$ cat config.mk
export PLATFORM = sky130hd
export DESIGN_NAME = led_breathe_seq
export DESIGN_NICKNAME = d
export VERILOG_FILES = /design/src/rtl/led_pkg.sv /design/src/rtl/led_pwm_slice.sv /design/src/rtl/led_breathe_seq.sv
export SDC_FILE = /design/constraint.sdc
export NUM_CORES = 1
export LEC_CHECK = 0
export CAP_MARGIN = 0
export CORE_MARGIN = 8
export CORE_UTILIZATION = 38
export DETAILED_ROUTE_END_ITERATION = 6
export SYNTH_ARGS = -nofsm -noshare
export SYNTH_HDL_FRONTEND = slang
export SYNTH_SLANG_ARGS = --single-unit
$ cat constraint.sdc
create_clock -name i_clk -period 4.1 [get_ports i_clk]
set_input_delay 0.615 -clock i_clk [delete_from_list [all_inputs] [get_ports i_clk]]
set_output_delay 0.615 -clock i_clk [all_outputs]
set_load 0.005 [all_outputs]
$ cat src/rtl/led_pkg.sv
// Shared constants for the LED breathing controller: mode encodings, ramp direction
// and the width helper for the active-channel index.
package led_pkg;

  localparam logic [1:0] MODE_OFF    = 2'd0;
  localparam logic [1:0] MODE_SEQ    = 2'd1;
  localparam logic [1:0] MODE_SYNC   = 2'd2;
  localparam logic [1:0] MODE_STATIC = 2'd3;

  typedef enum logic {
    DIR_RISE = 1'b0,
    DIR_FALL = 1'b1
  } dir_t;

  // A single channel still needs a one-bit index port.
  function automatic int clog2_min1(input int n);
    return (n <= 2) ? 1 : $clog2(n);
  endfunction

endpackage

$ cat src/rtl/led_pwm_slice.sv
// One PWM output bit: compares the shared counter against the channel duty.
// LED_BREATHE_GAMMA_EN selects a quadratic level-to-duty curve instead of linear.
module led_pwm_slice #(
  parameter int WIDTH      = 8,
  parameter bit ACTIVE_LOW = 1'b1
) (
  input  logic             i_clk,
  input  logic             i_reset_n,
  input  logic [WIDTH-1:0] i_cnt,
  input  logic [WIDTH-1:0] i_level,
  output logic             o_pwm
);

  logic [WIDTH-1:0] duty;

`ifdef LED_BREATHE_GAMMA_EN
  logic [2*WIDTH-1:0] square;
  assign square = {{WIDTH{1'b0}}, i_level} * {{WIDTH{1'b0}}, i_level};
  assign duty   = square[2*WIDTH-1:WIDTH];
`else
  assign duty = i_level;
`endif

  always_ff @(posedge i_clk or negedge i_reset_n) begin
    if (!i_reset_n) begin
      o_pwm <= ACTIVE_LOW;
    end else begin
      o_pwm <= (i_cnt < duty) ^ ACTIVE_LOW;
    end
  end

endmodule

$ cat src/rtl/led_breathe_seq.sv
// N-channel LED breathing controller: prescaler, shared RISE/FALL ramp, per-channel
// levels and PWM slices. Optional LED_BREATHE_GAMMA_EN applies a quadratic duty curve.
module led_breathe_seq
  import led_pkg::*;
#(
  parameter int CHANNELS   = 3,
  parameter int WIDTH      = 8,
  parameter int PEAK       = 32,
  parameter int PRESCALE   = 256,
  parameter bit ACTIVE_LOW = 1'b1,
  localparam int CH_W      = clog2_min1(CHANNELS)
) (
  input  logic                      i_clk,
  input  logic                      i_reset_n,
  input  logic                      i_enable,
  input  logic [1:0]                i_mode,
  input  logic [CHANNELS*WIDTH-1:0] i_static_level,
  output logic [CHANNELS-1:0]       o_pwm,
  output logic [CHANNELS*WIDTH-1:0] o_level,
  output logic [CH_W-1:0]           o_active_ch,
  output logic                      o_cycle_done
);

  localparam int               PS_W    = clog2_min1(PRESCALE);
  localparam logic [PS_W-1:0]  PS_LAST = PS_W'(PRESCALE - 1);
  localparam logic [WIDTH-1:0] PEAK_W  = WIDTH'(PEAK);
  localparam logic [CH_W-1:0]  CH_LAST = CH_W'(CHANNELS - 1);
  localparam logic [WIDTH-1:0] ONE     = WIDTH'(1);

  logic [WIDTH-1:0] pwm_cnt;
  logic [PS_W-1:0]  presc;
  logic [1:0]       mode_q;
  dir_t             dir;
  logic [CH_W-1:0]  ch;
  logic [WIDTH-1:0] level [CHANNELS];
  logic             tick;

  logic [WIDTH-1:0] cur_level;
  logic [WIDTH-1:0] ramp_next;
  dir_t             dir_next;
  logic             turn;
  logic [CH_W-1:0]  ch_next;

  assign tick = (presc == PS_LAST);

  // SEQ ramps the active channel; SYNC keeps the shared ramp in every channel, so read channel 0.
  always_comb begin
    cur_level = (mode_q == MODE_SEQ) ? level[ch] : level[0];
    ch_next   = (ch == CH_LAST) ? '0 : ch + CH_W'(1);
    ramp_next = cur_level;
    dir_next  = dir;
    turn      = 1'b0;
    if (dir == DIR_RISE) begin
      if (cur_level == PEAK_W) begin
        dir_next  = DIR_FALL;
        ramp_next = cur_level - ONE;
      end else begin
        ramp_next = cur_level + ONE;
      end
    end else if (cur_level != '0) begin
      ramp_next = cur_level - ONE;
    end else begin
      dir_next = DIR_RISE;
      turn     = 1'b1;
    end
  end

  always_ff @(posedge i_clk or negedge i_reset_n) begin
    if (!i_reset_n) begin
      pwm_cnt <= '0;
    end else begin
      pwm_cnt <= pwm_cnt + ONE;
    end
  end

  always_ff @(posedge i_clk or negedge i_reset_n) begin
    if (!i_reset_n) begin
      mode_q       <= MODE_OFF;
      presc        <= '0;
      dir          <= DIR_RISE;
      ch           <= '0;
      o_cycle_done <= 1'b0;
      for (int c = 0; c < CHANNELS; c++) level[c] <= '0;
    end else begin
      o_cycle_done <= 1'b0;
      if (i_mode != mode_q) begin
        mode_q <= i_mode;
        presc  <= '0;
        dir    <= DIR_RISE;
        ch     <= '0;
        for (int c = 0; c < CHANNELS; c++) level[c] <= '0;
      end else begin
        if (i_enable) presc <= tick ? '0 : presc + PS_W'(1);
        case (mode_q)
          MODE_OFF: begin
            dir <= DIR_RISE;
            ch  <= '0;
            for (int c = 0; c < CHANNELS; c++) level[c] <= '0;
          end
          MODE_STATIC: begin
            for (int c = 0; c < CHANNELS; c++) begin
              level[c] <= (i_static_level[c*WIDTH +: WIDTH] > PEAK_W) ?
                          PEAK_W : i_static_level[c*WIDTH +: WIDTH];
            end
          end
          MODE_SEQ: begin
            if (i_enable && tick) begin
              dir <= dir_next;
              if (turn) begin
                ch             <= ch_next;
                level[ch_next] <= level[ch_next] + ONE;
                o_cycle_done   <= (ch == CH_LAST);
              end else begin
                level[ch] <= ramp_next;
              end
            end
          end
          default: begin
            if (i_enable && tick) begin
              dir          <= dir_next;
              o_cycle_done <= turn;
              for (int c = 0; c < CHANNELS; c++) level[c] <= turn ? ONE : ramp_next;
            end
          end
        endcase
      end
    end
  end

  assign o_active_ch = ch;

  for (genvar c = 0; c < CHANNELS; c++) begin : g_ch
    assign o_level[c*WIDTH +: WIDTH] = level[c];

    led_pwm_slice #(
      .WIDTH      (WIDTH),
      .ACTIVE_LOW (ACTIVE_LOW)
    ) u_slice (
      .i_clk     (i_clk),
      .i_reset_n (i_reset_n),
      .i_cnt     (pwm_cnt),
      .i_level   (level[c]),
      .o_pwm     (o_pwm[c])
    );
  end

endmodule

# Yosys cells after proc, flatten, opt, wreduce, memory -nomap -nowiden
# Index checks and enable logic that the tools add are counted.
word_totals:
  ff_bits: 49
  latch_bits: 0
  mem_bits_rw: 0
  mem_bits_ro: 0
  input_bits: 29
  output_inout_bits: 30
  wordCells: 101
  memories: 0
op_classes:
  n_addsub: 6
  n_mul: 0
  n_div: 0
  order_cmp: 10
  eq_ne: 9
  shift: 0
  mux: 46
  n_bitwise: 5
  reduce_logical: 13
ops:
  columns: ["cell", "count"]
  rows:
  - ["8-bit 2-to-1 mux", 17]
  - ["24-bit 2-to-1 mux", 4]
  - ["24-bit one-hot mux with 3 select lines", 1]
  - ["24-bit bitwise mux", 2]
  - ["8-bit by 1-bit adder with 8-bit output (second input constant)", 4]
  - ["8-bit binary-select mux with 2-bit select", 2]
  - ["8-bit demux with 2-bit select", 2]
  - ["8-bit by 6-bit greater-than comparator with 1-bit output (second input constant)", 3]
  - ["8-bit less-than comparator", 3]
  - ["1-bit 2-to-1 mux", 11]
  - ["8-bit by 6-bit == test with 1-bit output (second input constant)", 1]
  - ["8-bit == test (second input constant)", 1]
  - ["2-bit 2-to-1 mux", 4]
  - ["8-bit nonzero test", 1]
  - ["8-bit by 1-bit subtractor with 8-bit output (second input constant)", 1]
  - ["3-bit >= comparator (second input constant)", 2]
  - ["3-bit by 1-bit less-than comparator with 1-bit output (second input constant)", 2]
  - ["2-bit NOT with 3-bit output", 2]
  - ["3-bit nonzero test", 2]
  - ["2-bit == test (second input constant)", 2]
  - ["1-bit one-hot mux with 2 select lines", 2]
  - ["2-bit one-hot mux with 2 select lines", 1]
  - ["2-bit AND reduction", 2]
  - ["4-bit nonzero test", 1]
  - ["other kinds (12)", 16]

# Longest topological paths before layout
depth:
  depth_word: 13
  mapped_depth: 17
  ltp_nobuf: 13

# Hierarchy
# Synthesis repeated with hierarchy kept, for this count alone.
hier_totals:
  hier_cells: 591
  area_unflattened_um2: 4827.1
modules_own_cells:
  columns: ["module", "instances", "cells_each", "area_per_inst_um2", "seq_area_each_um2"]
  rows:
  - ["led_breathe_seq", 1, 516, 4232.8, 1151.1]
  - ["led_pwm_slice (g_ch[1].u_slice ...)", 2, 25, 197.7, 26.3]
  - ["led_pwm_slice (g_ch[0].u_slice)", 1, 25, 198.9, 26.3]

# Least setup slack after synthesis
# No wires, ideal clock.
synth_timing:
  path_kind: "reg2reg"
  startpoint: "register mode_q[1]"
  endpoint: "register level (netlist bit o_level[20])"
  setup_ns: 0.131
  arrival_time_ns: 3.509
  t_required_ns: 3.969
  path_slack_ns: 0.459
  path_stages_with_launch: 16
  n_path_buf: 2
  period_less_slack_ns: 3.641
  cell_sequence: "dfrtp_1 -> inv_1 -> ha_1 -> clkbuf_1 -> buf_2 -> and2_1 -> a222oi_1 -> ha_1 -> o2111a_1 -> nand4_1 -> o31ai_2 -> mux2i_1 -> mux2i_1 -> nor2_1 -> a211oi_1 -> o22ai_1"
synth_between:
  elab_chain_len: 10
  elab_cells_between_ends: 24
  cone_classes: "add/sub (2); eq/ne (5); mux (13); reduce/logical (4)"
synth_lines:
  columns: ["item", "line", "rtl"]
  rows:
  - ["from (decl)", "led_breathe_seq.sv:32", "logic [1:0] mode_q;"]
  - ["from (signal assigned)", "led_breathe_seq.sv:87", "mode_q <= i_mode;"]
  - ["2-bit by 1-bit == test with 1-bit output", "led_breathe_seq.sv:48, led_breathe_seq.sv:94", null]
  - ["8-bit 2-to-1 mux", "led_breathe_seq.sv:48", "cur_level = (mode_q == MODE_SEQ) ? level[ch] : level[0];"]
  - ["8-bit by 1-bit adder with 8-bit output, or another cell as far along", "led_breathe_seq.sv:58", "ramp_next = cur_level + ONE;"]
  - ["8-bit 2-to-1 mux (on tied branches)", "led_breathe_seq.sv:54, led_breathe_seq.sv:60", null]
  - ["8-bit 2-to-1 mux", "led_breathe_seq.sv:53", "if (dir == DIR_RISE) begin"]
  - ["24-bit bitwise mux", "led_breathe_seq.sv:114", "level[ch] <= ramp_next;"]
  - ["24-bit 2-to-1 mux", "led_breathe_seq.sv:109", "if (turn) begin"]
  - ["24-bit 2-to-1 mux", "led_breathe_seq.sv:107", "if (i_enable && tick) begin"]
  - ["24-bit one-hot mux with 3 select lines", "led_breathe_seq.sv:94", "case (mode_q)"]
  - ["24-bit 2-to-1 mux", "led_breathe_seq.sv:86", "if (i_mode != mode_q) begin"]
  - ["to (signal, indexed assignment)", "led_breathe_seq.sv:102", "level[c] <= (i_static_level[c*WIDTH +: WIDTH] > PEAK_W) ?"]
  - ["to (signal, indexed assignment)", "led_breathe_seq.sv:111", "level[ch_next] <= level[ch_next] + ONE;"]
  - ["to (signal, indexed assignment)", "led_breathe_seq.sv:114", null]
  - ["to (decl)", "led_breathe_seq.sv:35", "logic [WIDTH-1:0] level [CHANNELS];"]
# Parallel ways exist; a longest one is shown, timed or not. The select of a mux whose other input is x is not followed.
# A chain may end at the register's enable or synchronous reset.

# Worst setup path in the final report
# Same ends and word-level chain as after synthesis.

==> results_dict.tcl <==
set metrics [dict create \
    ir_drop_mv 0.153 \
    synth_compound_area_frac 0.283 \
    layout_common_cells "clkdlybuf4s50_1, nor2_1, nand2_1" \
    ios 59 \
    clock_sink_count 49 \
    r2r-start "mode_q[1]" \
    grt_usage 0.217 \
    wl_met3_mm 1.48 \
    hpwlAfterDp_mm 13.5 \
    crit_path_end_kind "flip-flop" \
    dr_wl_met2_mm 7.93 \
    worstPathRequired_ps 4290 \
    viasPerCell 6.29 \
    wl_mm 17.6 \
    cts-hold-fix-buffers 0 \
    wl_met1_mm 7.63 \
    clockBufferDepth 2 \
    syn_avg_cell_area_um2 8.01 \
    drive_gt1_frac 0.100 \
    vias 4997 \
    post_dp_cell_area_mm2 0.00549 \
    synth_warnings 0 \
    fmax_ghz 0.255 \
    yosys.area.top_type "dfrtp_1" \
    async_reset_ff_frac 1.00 \
    port_buffers 58 \
    critical_path_class "reg -> reg" \
    setup_violations 0 \
    slew_violations 0 \
    synth_top_cell_area_share 0.246 \
    grt_pass1_wl_mm 27.5 \
    r2r_cells 13 \
    grt_pass1_vias 4915 \
    final_common_cell "clkdlybuf4s50_1" \
    synth_area_leaders "dfrtp_1, ha_1, a21oi_1" \
    maxCapViolations 0 \
    antenna_cells 0 \
    setup.worst_path.start "mode_q[1]" \
    finalPower_w 0.00143 \
    die_h_um 127 \
    grt_max_degree 50 \
    die_w_um 127 \
    r2r_end "o_level[20]" \
    clk_pin_slew_worst_paths_ps 70 \
    rows 40 \
    synthAdderAreaFrac 0.0828 \
    wl_per_cell_um 22.2 \
    slew_headroom 0.530 \
    finalCritPeriodShare 0.958 \
    routed.top_layer "met4" \
    ys_types 76 \
    cts_root_buffer "clkbuf_16" \
    first_pass_iters 5 \
    route.detailed.drc 0 \
    htree_levels 2 \
    cp.arrival_ps 4120 \
    synth_ff_type "dfrtp_1" \
    hold_path.class "in -> async" \
    cp_max_fo 13 \
    power_leakage_nw 2.26 \
    synthMuxAreaShare 0.0214 \
    grt-ovfl-total 0 \
    drt-initial-drc-count 550 \
    fp.dieArea_mm2 0.0161 \
    clk_latency_ps 310 \
    ff2ff_setup_slack_ps 170 \
    netlist_instances 585 \
    cts_buffers 5 \
    synth-xor-area-share 0.0521 \
    yosys.area_share.simple 0.232 \
    syn_nets 645 \
    worstMarginPinSlew_ps 699 \
    finalHoldViolCount 0 \
    skew_ps 5.54 \
    p_per_area_mw_per_mm2 250 \
    final_cell_area_mm2 0.00571 \
    cts_tree "done" \
    gp_congestion 0.957 \
    status "completed" \
    area_delta_synth_final_pct 21.9 \
    synth-edff-count 0 \
    postRouteAntennaNets 0 \
    crit_path_start_kind "flip-flop" \
    synth_seq_area_share 0.263 \
    synth_top_family_by_area "compound AO/OA/AOI/OAI gates" \
    nNetsFinal 706 \
    period_needed_ps 3930 \
    synth-seq-cells 49 \
    antenna_found_initial 0 \
    core_region_area_mm2 0.0120 \
    start_util 0.390 \
    synth_area_mm2 0.00468 \
]
registers in the layout (all words and copies together), names as in the netlist:
| register | count |
|---|---|
| g_ch.u_slice.o_pwm | 3 |
| o_level | 24 |
| pwm_cnt | 8 |
| mode_q | 2 |
| presc | 8 |
| o_cycle_done | 1 |
| o_active_ch | 2 |
| dir | 1 |
cell families (layout without fill, tap and decap cells):
family / count (synthesis) / after routing
AO/OA/AOI/OAI: 193 / 193
XOR/XNOR: 27 / 27
adder cells (fa/ha/maj): 31 / 31
buffers and inverters: 68 / 130
flip-flops: 49 / 49
multiplexers: 10 / 10
AND/OR/NAND/NOR: 207 / 207
metal layers:
| layer | vias to the layer above | track usage |
|---|---|---|
| li1 | 2294 | - |
| met1 | 2408 | 0.284 |
| met2 | 258 | 0.343 |
| met3 | 37 | 0.0462 |
| met4 | 0 | 0.0840 |
| met5 | - | 0 |
repair_timing:
action / in CTS / in global routing
endpoints found under the setup margin: 0 / 11
buffers inserted: 0 / 1
gates resized for setup: 0 / 3
cell type report:
class,instances,area [µm²]
clock buffer,5,125
tap,147,184
sequential,49,1230
multi-input combinational,468,3170
inverter,32,120
timing repair buffer,90,816
clock inverter,3,68.8
fill,1220,6300
power breakdown:
group	total (W)	switching, W	internal [W]	leakage, nW
Sequential	0.000526	0.0000256	0.000501	0.650
Clock	0.000564	0.000211	0.000352	0.0944
Combinational	0.000339	0.000196	0.000143	1.51
critical path, stage by stage (launching register included):
cell and delay (ps):
dfrtp_1 430, inv_1 100, ha_1 400, o21ai_1 150
a222oi_1 510, ha_1 260, o2111a_1 210, nand4_1 240
o31ai_4 370, mux2i_1 440, mux2i_1 330, nor2_1 70
a211oi_1 190, o22ai_1 100
Yosys cell counts, types with 5 or more instances:
cell type / number
a21o_1: 15
buf_4: 5
a22o_1: 6
a21oi_1: 47
nor3_1: 10
o21ai_1: 5
o22ai_1: 6
dfrtp_1: 46
xnor2_1: 20
buf_2: 5
nand3_1: 26
nand4_1: 7
nand2_1: 53
o21ai_0: 39
a31oi_1: 7
and3_1: 8
o31ai_1: 6
nor2_1: 55
and4b_1: 9
ha_1: 31
clkbuf_1: 20
nand2b_1: 6
o211ai_1: 5
mux2i_1: 10
xor2_1: 6
inv_1: 31
stage by stage:
step	instances	worst slack [ps]	hold WS [ps]	utilization	TNS [ps]
floorplan	585	459	319	-	0
detailed placement	785	205	540	0.457	0
CTS	793	189	458	0.473	0
global route	794	-44.6	509	0.475	-69.7
global placement	785	438	533	0.457	0
finish	794	171	427	0.475	0
how the worst max path moves through the flow:
stage | cells past startpoint | slack, ps | endpoint
floorplan | 15 | 460 | o_level[20]
global placement | 13 | 440 | o_level[20]
detailed placement | 13 | 210 | o_level[20]
CTS | 13 | 190 | o_level[20]
global route | 13 | -40 | o_level[20]
finish | 13 | 170 | o_level[20]
Power figures use the tool's default switching activity.
